### src/rtl/rr_mux_arbiter_pkg.sv
// Shared sizing and state encoding for the round-robin capture arbiter.
package mux_arb_pkg;
  localparam int NREQ  = 32;
  localparam int SEL_W = 5;

  typedef enum logic {
    EMPTY = 1'b0,
    FULL  = 1'b1
  } state_e;
endpackage

### src/rtl/rr_mux_arbiter_if.sv
// Requester-side and downstream-side signals of the arbiter, bundled.
interface rr_mux_arbiter_if #(parameter int WIDTH = 5);
  import mux_arb_pkg::*;

  logic [NREQ-1:0]            req;
  logic [NREQ-1:0]            req_mask;
  logic [NREQ-1:0][WIDTH-1:0] din;
  logic [NREQ-1:0]            gnt;
  logic                       out_valid;
  logic                       out_ready;
  logic [WIDTH-1:0]           out_data;
  logic [SEL_W-1:0]           out_src;

  modport master (output req, req_mask, din, out_ready,
                  input  gnt, out_valid, out_data, out_src);
  modport slave  (input  req, req_mask, din, out_ready,
                  output gnt, out_valid, out_data, out_src);
endinterface

### src/rtl/rr_mux_arbiter_pick.sv
// Round-robin winner search: rotate so ptr sits at bit 0, take the lowest
// set bit, then add ptr back (mod 32) to get the absolute index.
module rr_pick
  import mux_arb_pkg::*;
(
  input  logic [NREQ-1:0]  elig,
  input  logic [SEL_W-1:0] ptr,
  output logic             found,
  output logic [SEL_W-1:0] win
);
  logic [NREQ-1:0]  rot;
  logic [SEL_W-1:0] off;

  assign rot = NREQ'({elig, elig} >> ptr);

  always_comb begin
    off = '0;
    for (int i = NREQ-1; i >= 0; i--)
      if (rot[i]) off = SEL_W'(i);
  end

  assign found = |elig;
  assign win   = off + ptr;
endmodule

### src/rtl/rr_mux_arbiter.sv
// Round-robin 32:1 capture arbiter feeding a one-entry output register
// with a valid/ready handshake downstream.
module rr_mux_arbiter
  import mux_arb_pkg::*;
#(
  parameter int WIDTH = 5
) (
  input logic              clk,
  input logic              rst_n,
  rr_mux_arbiter_if.slave  bus
);
  state_e           state_q, state_d;
  logic [SEL_W-1:0] ptr_q, src_q, win;
  logic [WIDTH-1:0] data_q, sel_data;
  logic [NREQ-1:0]  elig;
  logic             found, capture;

  assign elig = bus.req & bus.req_mask;

  rr_pick u_pick (
    .elig  (elig),
    .ptr   (ptr_q),
    .found (found),
    .win   (win)
  );

  assign sel_data = bus.din[win];

  // Reset gates capture so no grant leaks out while rst_n is low.
  always_comb begin
    state_d = state_q;
    capture = 1'b0;
    if (rst_n) begin
      case (state_q)
        EMPTY: if (found) begin
          capture = 1'b1;
          state_d = FULL;
        end
        FULL: if (bus.out_ready) begin
          if (found) capture = 1'b1;
          else       state_d = EMPTY;
        end
      endcase
    end
  end

  always_comb begin
    bus.gnt = '0;
    if (capture) bus.gnt[win] = 1'b1;
  end

  always_ff @(posedge clk or negedge rst_n) begin
    if (!rst_n) begin
      state_q <= EMPTY;
      ptr_q   <= '0;
      data_q  <= '0;
      src_q   <= '0;
    end else begin
      state_q <= state_d;
      if (capture) begin
        data_q <= sel_data;
        src_q  <= win;
        ptr_q  <= win + 1'b1;
      end
    end
  end

  assign bus.out_valid = (state_q == FULL);
  assign bus.out_data  = data_q;
  assign bus.out_src   = src_q;
endmodule

### src/flat_wrapper.sv
// flat-port wrapper written by rule: the top's interface ports become plain ports
module rr_mux_arbiter_flat import mux_arb_pkg::*;
#(
  parameter int WIDTH = 5
)
  (clk, rst_n, bus_req, bus_req_mask, bus_din, bus_out_ready, bus_gnt, bus_out_valid, bus_out_data, bus_out_src);
  rr_mux_arbiter_if #(.WIDTH(WIDTH)) bus_i ();
  input logic clk;
  input logic rst_n;
  input wire logic [$bits(bus_i.req)-1:0] bus_req;
  input wire logic [$bits(bus_i.req_mask)-1:0] bus_req_mask;
  input wire logic [$bits(bus_i.din)-1:0] bus_din;
  input wire logic [$bits(bus_i.out_ready)-1:0] bus_out_ready;
  output wire logic [$bits(bus_i.gnt)-1:0] bus_gnt;
  output wire logic [$bits(bus_i.out_valid)-1:0] bus_out_valid;
  output wire logic [$bits(bus_i.out_data)-1:0] bus_out_data;
  output wire logic [$bits(bus_i.out_src)-1:0] bus_out_src;
  assign bus_i.req = bus_req;
  assign bus_i.req_mask = bus_req_mask;
  assign bus_i.din = bus_din;
  assign bus_i.out_ready = bus_out_ready;
  assign bus_gnt = bus_i.gnt;
  assign bus_out_valid = bus_i.out_valid;
  assign bus_out_data = bus_i.out_data;
  assign bus_out_src = bus_i.out_src;
  rr_mux_arbiter #(.WIDTH(WIDTH)) u_core (.clk(clk), .rst_n(rst_n), .bus(bus_i));
endmodule
### config.mk
export PLATFORM = sky130hd
export DESIGN_NAME = rr_mux_arbiter_flat
export DESIGN_NICKNAME = d
export VERILOG_FILES = /design/src/rtl/rr_mux_arbiter_pkg.sv /design/src/rtl/rr_mux_arbiter_if.sv /design/src/rtl/rr_mux_arbiter_pick.sv /design/src/rtl/rr_mux_arbiter.sv /design/src/flat_wrapper.sv
export SDC_FILE = /design/constraint.sdc
export NUM_CORES = 1
export LEC_CHECK = 0
export ABC_AREA = 1
export CORE_MARGIN = 10
export CORE_UTILIZATION = 30
export DETAILED_ROUTE_END_ITERATION = 7
export GPL_TIMING_DRIVEN = 0
export PLACE_DENSITY = 0.68
export REMOVE_ABC_BUFFERS = 1
export SYNTH_ARGS = -nofsm -noshare
export SYNTH_HDL_FRONTEND = slang
export SYNTH_SLANG_ARGS = --single-unit
### constraint.sdc
create_clock -name clk -period 6.5 [get_ports clk]
set_input_delay 0.65 -clock clk [delete_from_list [all_inputs] [get_ports clk]]
set_output_delay 0.65 -clock clk [all_outputs]
set_load 0.01 [all_outputs]
==> metrics, run 1 <==
Syn Inst Count=a little over 1k; CTS tree=done; max-cap violations=0; asr flop ratio synth=100%; gr usage total=a little over a fifth; CP Launch Type=input port; post-route antenna net violation count=0; Critical Path RT=a little under 6 ns; DRC errors left=0; relative max-transition margin=18.7%; detailed placer's ending HPWL=about 20 mm; # port buffers=around 270; Worst path max stage delay=0.48 ns; # nets final=approximately 1.5k; Max clock buf depth=2; root buf cell=clkbuf_16; Syn. warnings=0; largest area contributor in the netlist=nand2_1; post-placement worst setup slack=-2.59 ns; CP max-delay cell=clkdlybuf4s50_1; GPL Wtd Cong=a little over 0.9; min Tclk post-route=6.07 ns; Avg Cell Area, Syn=4.96 sq um; DR vias=7579; final period utilization=93.3%; number of iterations in the first detailed-routing pass=5; Hold Slack=slightly below 0.5 ns; FP Rows=47; largest net degree at the start of global routing=just under 60; met3 Resource Use GR=between 5 and 6%; clk slew on worst S/H paths=about 0.050 ns; chip width=150 um; grt peak-use layer=met2; n_diodes=0; share of layout cells above drive strength 1=~7.4%; met2 usage=roughly 40%; grt ovf=0; # IOs=270; Worst-Skew Late Latency=about 0.25 ns; first-pass GRT wire length=between 30 and 40 mm; Routed wire per std cell=17.2 um; htree depth=1; crit path max fanout=10; Post-synth EDFFs=0; Pins Over Slew Limit=0; Arr. time, crit path=approximately 5.4 ns; Netlist Area Pre-Place=just over 5000 sq um; CTS buffer count=3; setup_tns=0 ns; RSZ-0062 raised after global routing=true; critical path class=input port to output port; CP endpoint kind=output port; most frequent cells after synthesis=352 x nand2_1, 133 x nand3_1, 128 x nor2_1, 110 x o21ai_0, 55 x inv_1; synth top area cells=nand2_1 26%, nand3_1 13%, o21ai_0 11%; DR vias/cell=roughly 5; # clock sinks=16; Fill cells=roughly 1.8k; post-synthesis sequential area ratio=under 10%; die height=about 150 um; initial antenna violation count=0; met1 Resource Use GR=approximately a quarter; post-synth cell types=a little over 40; delay-heaviest family, CP=simple AND/OR/NAND/NOR gates; die area=between 20000 and 25000 sq um; final WL=roughly 25 mm; Layout Skew=about 0.0033 ns; worst slew pin tran=approximately 1.2 ns; top-count cell post-synth=nand2_1; Top cell by count, worst path=nand2_1; status=complete, no violations; initial DRC count=432; CP bufs+invs=5; Worst Hold Class=flip-flop to flip-flop; Yosys reg bits=16; top cell type's share of synthesized area=25.9%; vias in the first global route=7225; dominant synthesized flop cell=dfrtp_1; synthesis-to-finish area growth=61.8%; worst setup margin=approximately 0.43 ns; Hold Vio Cnt, Final=0; # setup viols final=0; fmax=roughly 160 MHz; core area=approximately 17000 sq um; Initial Util=30.7%
==> through the flow <==
step | std cells | util (%) | instance area (sq um)
2_1_floorplan | 964 | - | 4780
3_3_place_gp | 1453 | 46.6 | 7750
3_5_place_dp | 1455 | 46.8 | 7790
4_1_cts | 1474 | 48.7 | 8110
5_1_grt | 1481 | 49.7 | 8260
6_report | 1481 | 49.7 | 8260
==> cells in the final DEF (no fill, tap or decap), types with 4 or more instances in the layout <==
cell type,instances
nand2_1,350
clkdlybuf4s50_1,237
nor2_1,126
nand3_1,124
o21ai_0,107
inv_1,50
o22ai_1,40
o21ai_1,29
dlymetal6s2s_1,21
buf_4,14
nand3_2,13
nand4_1,13
dfrtp_1,12
a21oi_1,11
and2_1,10
o21ai_2,10
clkbuf_2,10
ha_1,7
o311ai_1,5
clkinvlp_4,4
nand2_2,4
or2_1,4
==> routing by layer <==
metal,up-vias,routed length (um)
li1,3896,-
met1,3424,10200
met2,243,13000
met3,16,1880
met4,0,340
met5,-,0
==> flip-flops by register name (all words and copies together), names as in the netlist <==
| signal | count |
|---|---|
| u_core.bus.out_data | 5 |
| u_core.bus.out_src | 5 |
| u_core.bus.out_valid | 1 |
| u_core.ptr_q | 5 |
==> area by class of cell <==
class | instances | area [sq um] | share of cell area (%)
multi-input combinational | 887 | 4300 | 52.0
timing repair buffer | 289 | 2900 | 35.1
sequential | 16 | 413 | 5.00
tap | 220 | 275 | 3.33
inverter | 61 | 260 | 3.15
clock buffer | 4 | 88.8 | 1.08
timing repair inverter | 4 | 22.5 | 0.273
==> cell families after synthesis <==
kind of cell	count (synthesis)	synth area share [%]
mux	2	0.392
buf+inv	126	11.0
fa+ha+maj	9	2.35
flops	16	7.84
simple gates	655	54.2
xor+xnor	6	1.03
compound gates	215	23.2
==> worst reg2reg max path, delay by kind of cell, from the launching register on <==
kind / cells / cell delay, ns
buffers and inverters: 4 / 1.07
and+or+nand+nor: 35 / 2.19
AOI/OAI and AO/OA: 5 / 0.94
adders and majority gates: 2 / 0.84
DFF: 1 / 0.61
==> final timing paths <==
| check | startpoint | to | slack [ns] | cells after the start |
|---|---|---|---|---|
| min in group asynchronous | rst_n | u_core.bus.out_valid$_DFFE_PN0P_ | 0.88 | 1 |
| worst max-delay path | bus_req[0] | bus_gnt[29] | 0.43 | 49 |
| worst max register to register | u_core.ptr_q[1]$_DFFE_PN0P_ | u_core.bus.out_data[4]$_DFFE_PN0P_ | 0.72 | 46 |
| worst min-delay path | u_core.bus.out_data[4]$_DFFE_PN0P_ | u_core.bus.out_data[4]$_DFFE_PN0P_ | 0.48 | 2 |
| worst min register to register | u_core.bus.out_data[4]$_DFFE_PN0P_ | u_core.bus.out_data[4]$_DFFE_PN0P_ | 0.48 | 2 |
| max in group asynchronous | rst_n | u_core.ptr_q[2]$_DFFE_PN0P_ | 5.02 | 1 |
==> what timing repair did <==
| action | 4_1_cts | 5_1_grt |
|---|---|---|
| cloned | 4 | 0 |
| pin swaps | 2 | 5 |
| hold buffers | 0 | 0 |
| setup endpoints to repair | 41 | 37 |
| endpoints found under the hold margin | 0 | 0 |
| gates resized for setup | 28 | 70 |
| buffers inserted | 11 | 7 |
Power of run 1 is left out: the tool's default activity adds up to more than one toggle a clock period on the data nets, which glitch-free logic cannot reach.
==> run 2: changes to the inputs <==
--- a/config.mk
+++ b/config.mk
@@ -8,6 +8,7 @@
 export ABC_AREA = 1
 export CORE_MARGIN = 10
 export CORE_UTILIZATION = 30
+export CTS_CLUSTER_DIAMETER = 80
 export DETAILED_ROUTE_END_ITERATION = 7
 export GPL_TIMING_DRIVEN = 0
 export PLACE_DENSITY = 0.68
==> results of run 2 <==
The final DEF is identical to that of run 1; final timing and power are the same.
Power of run 2 is left out for the same reason.
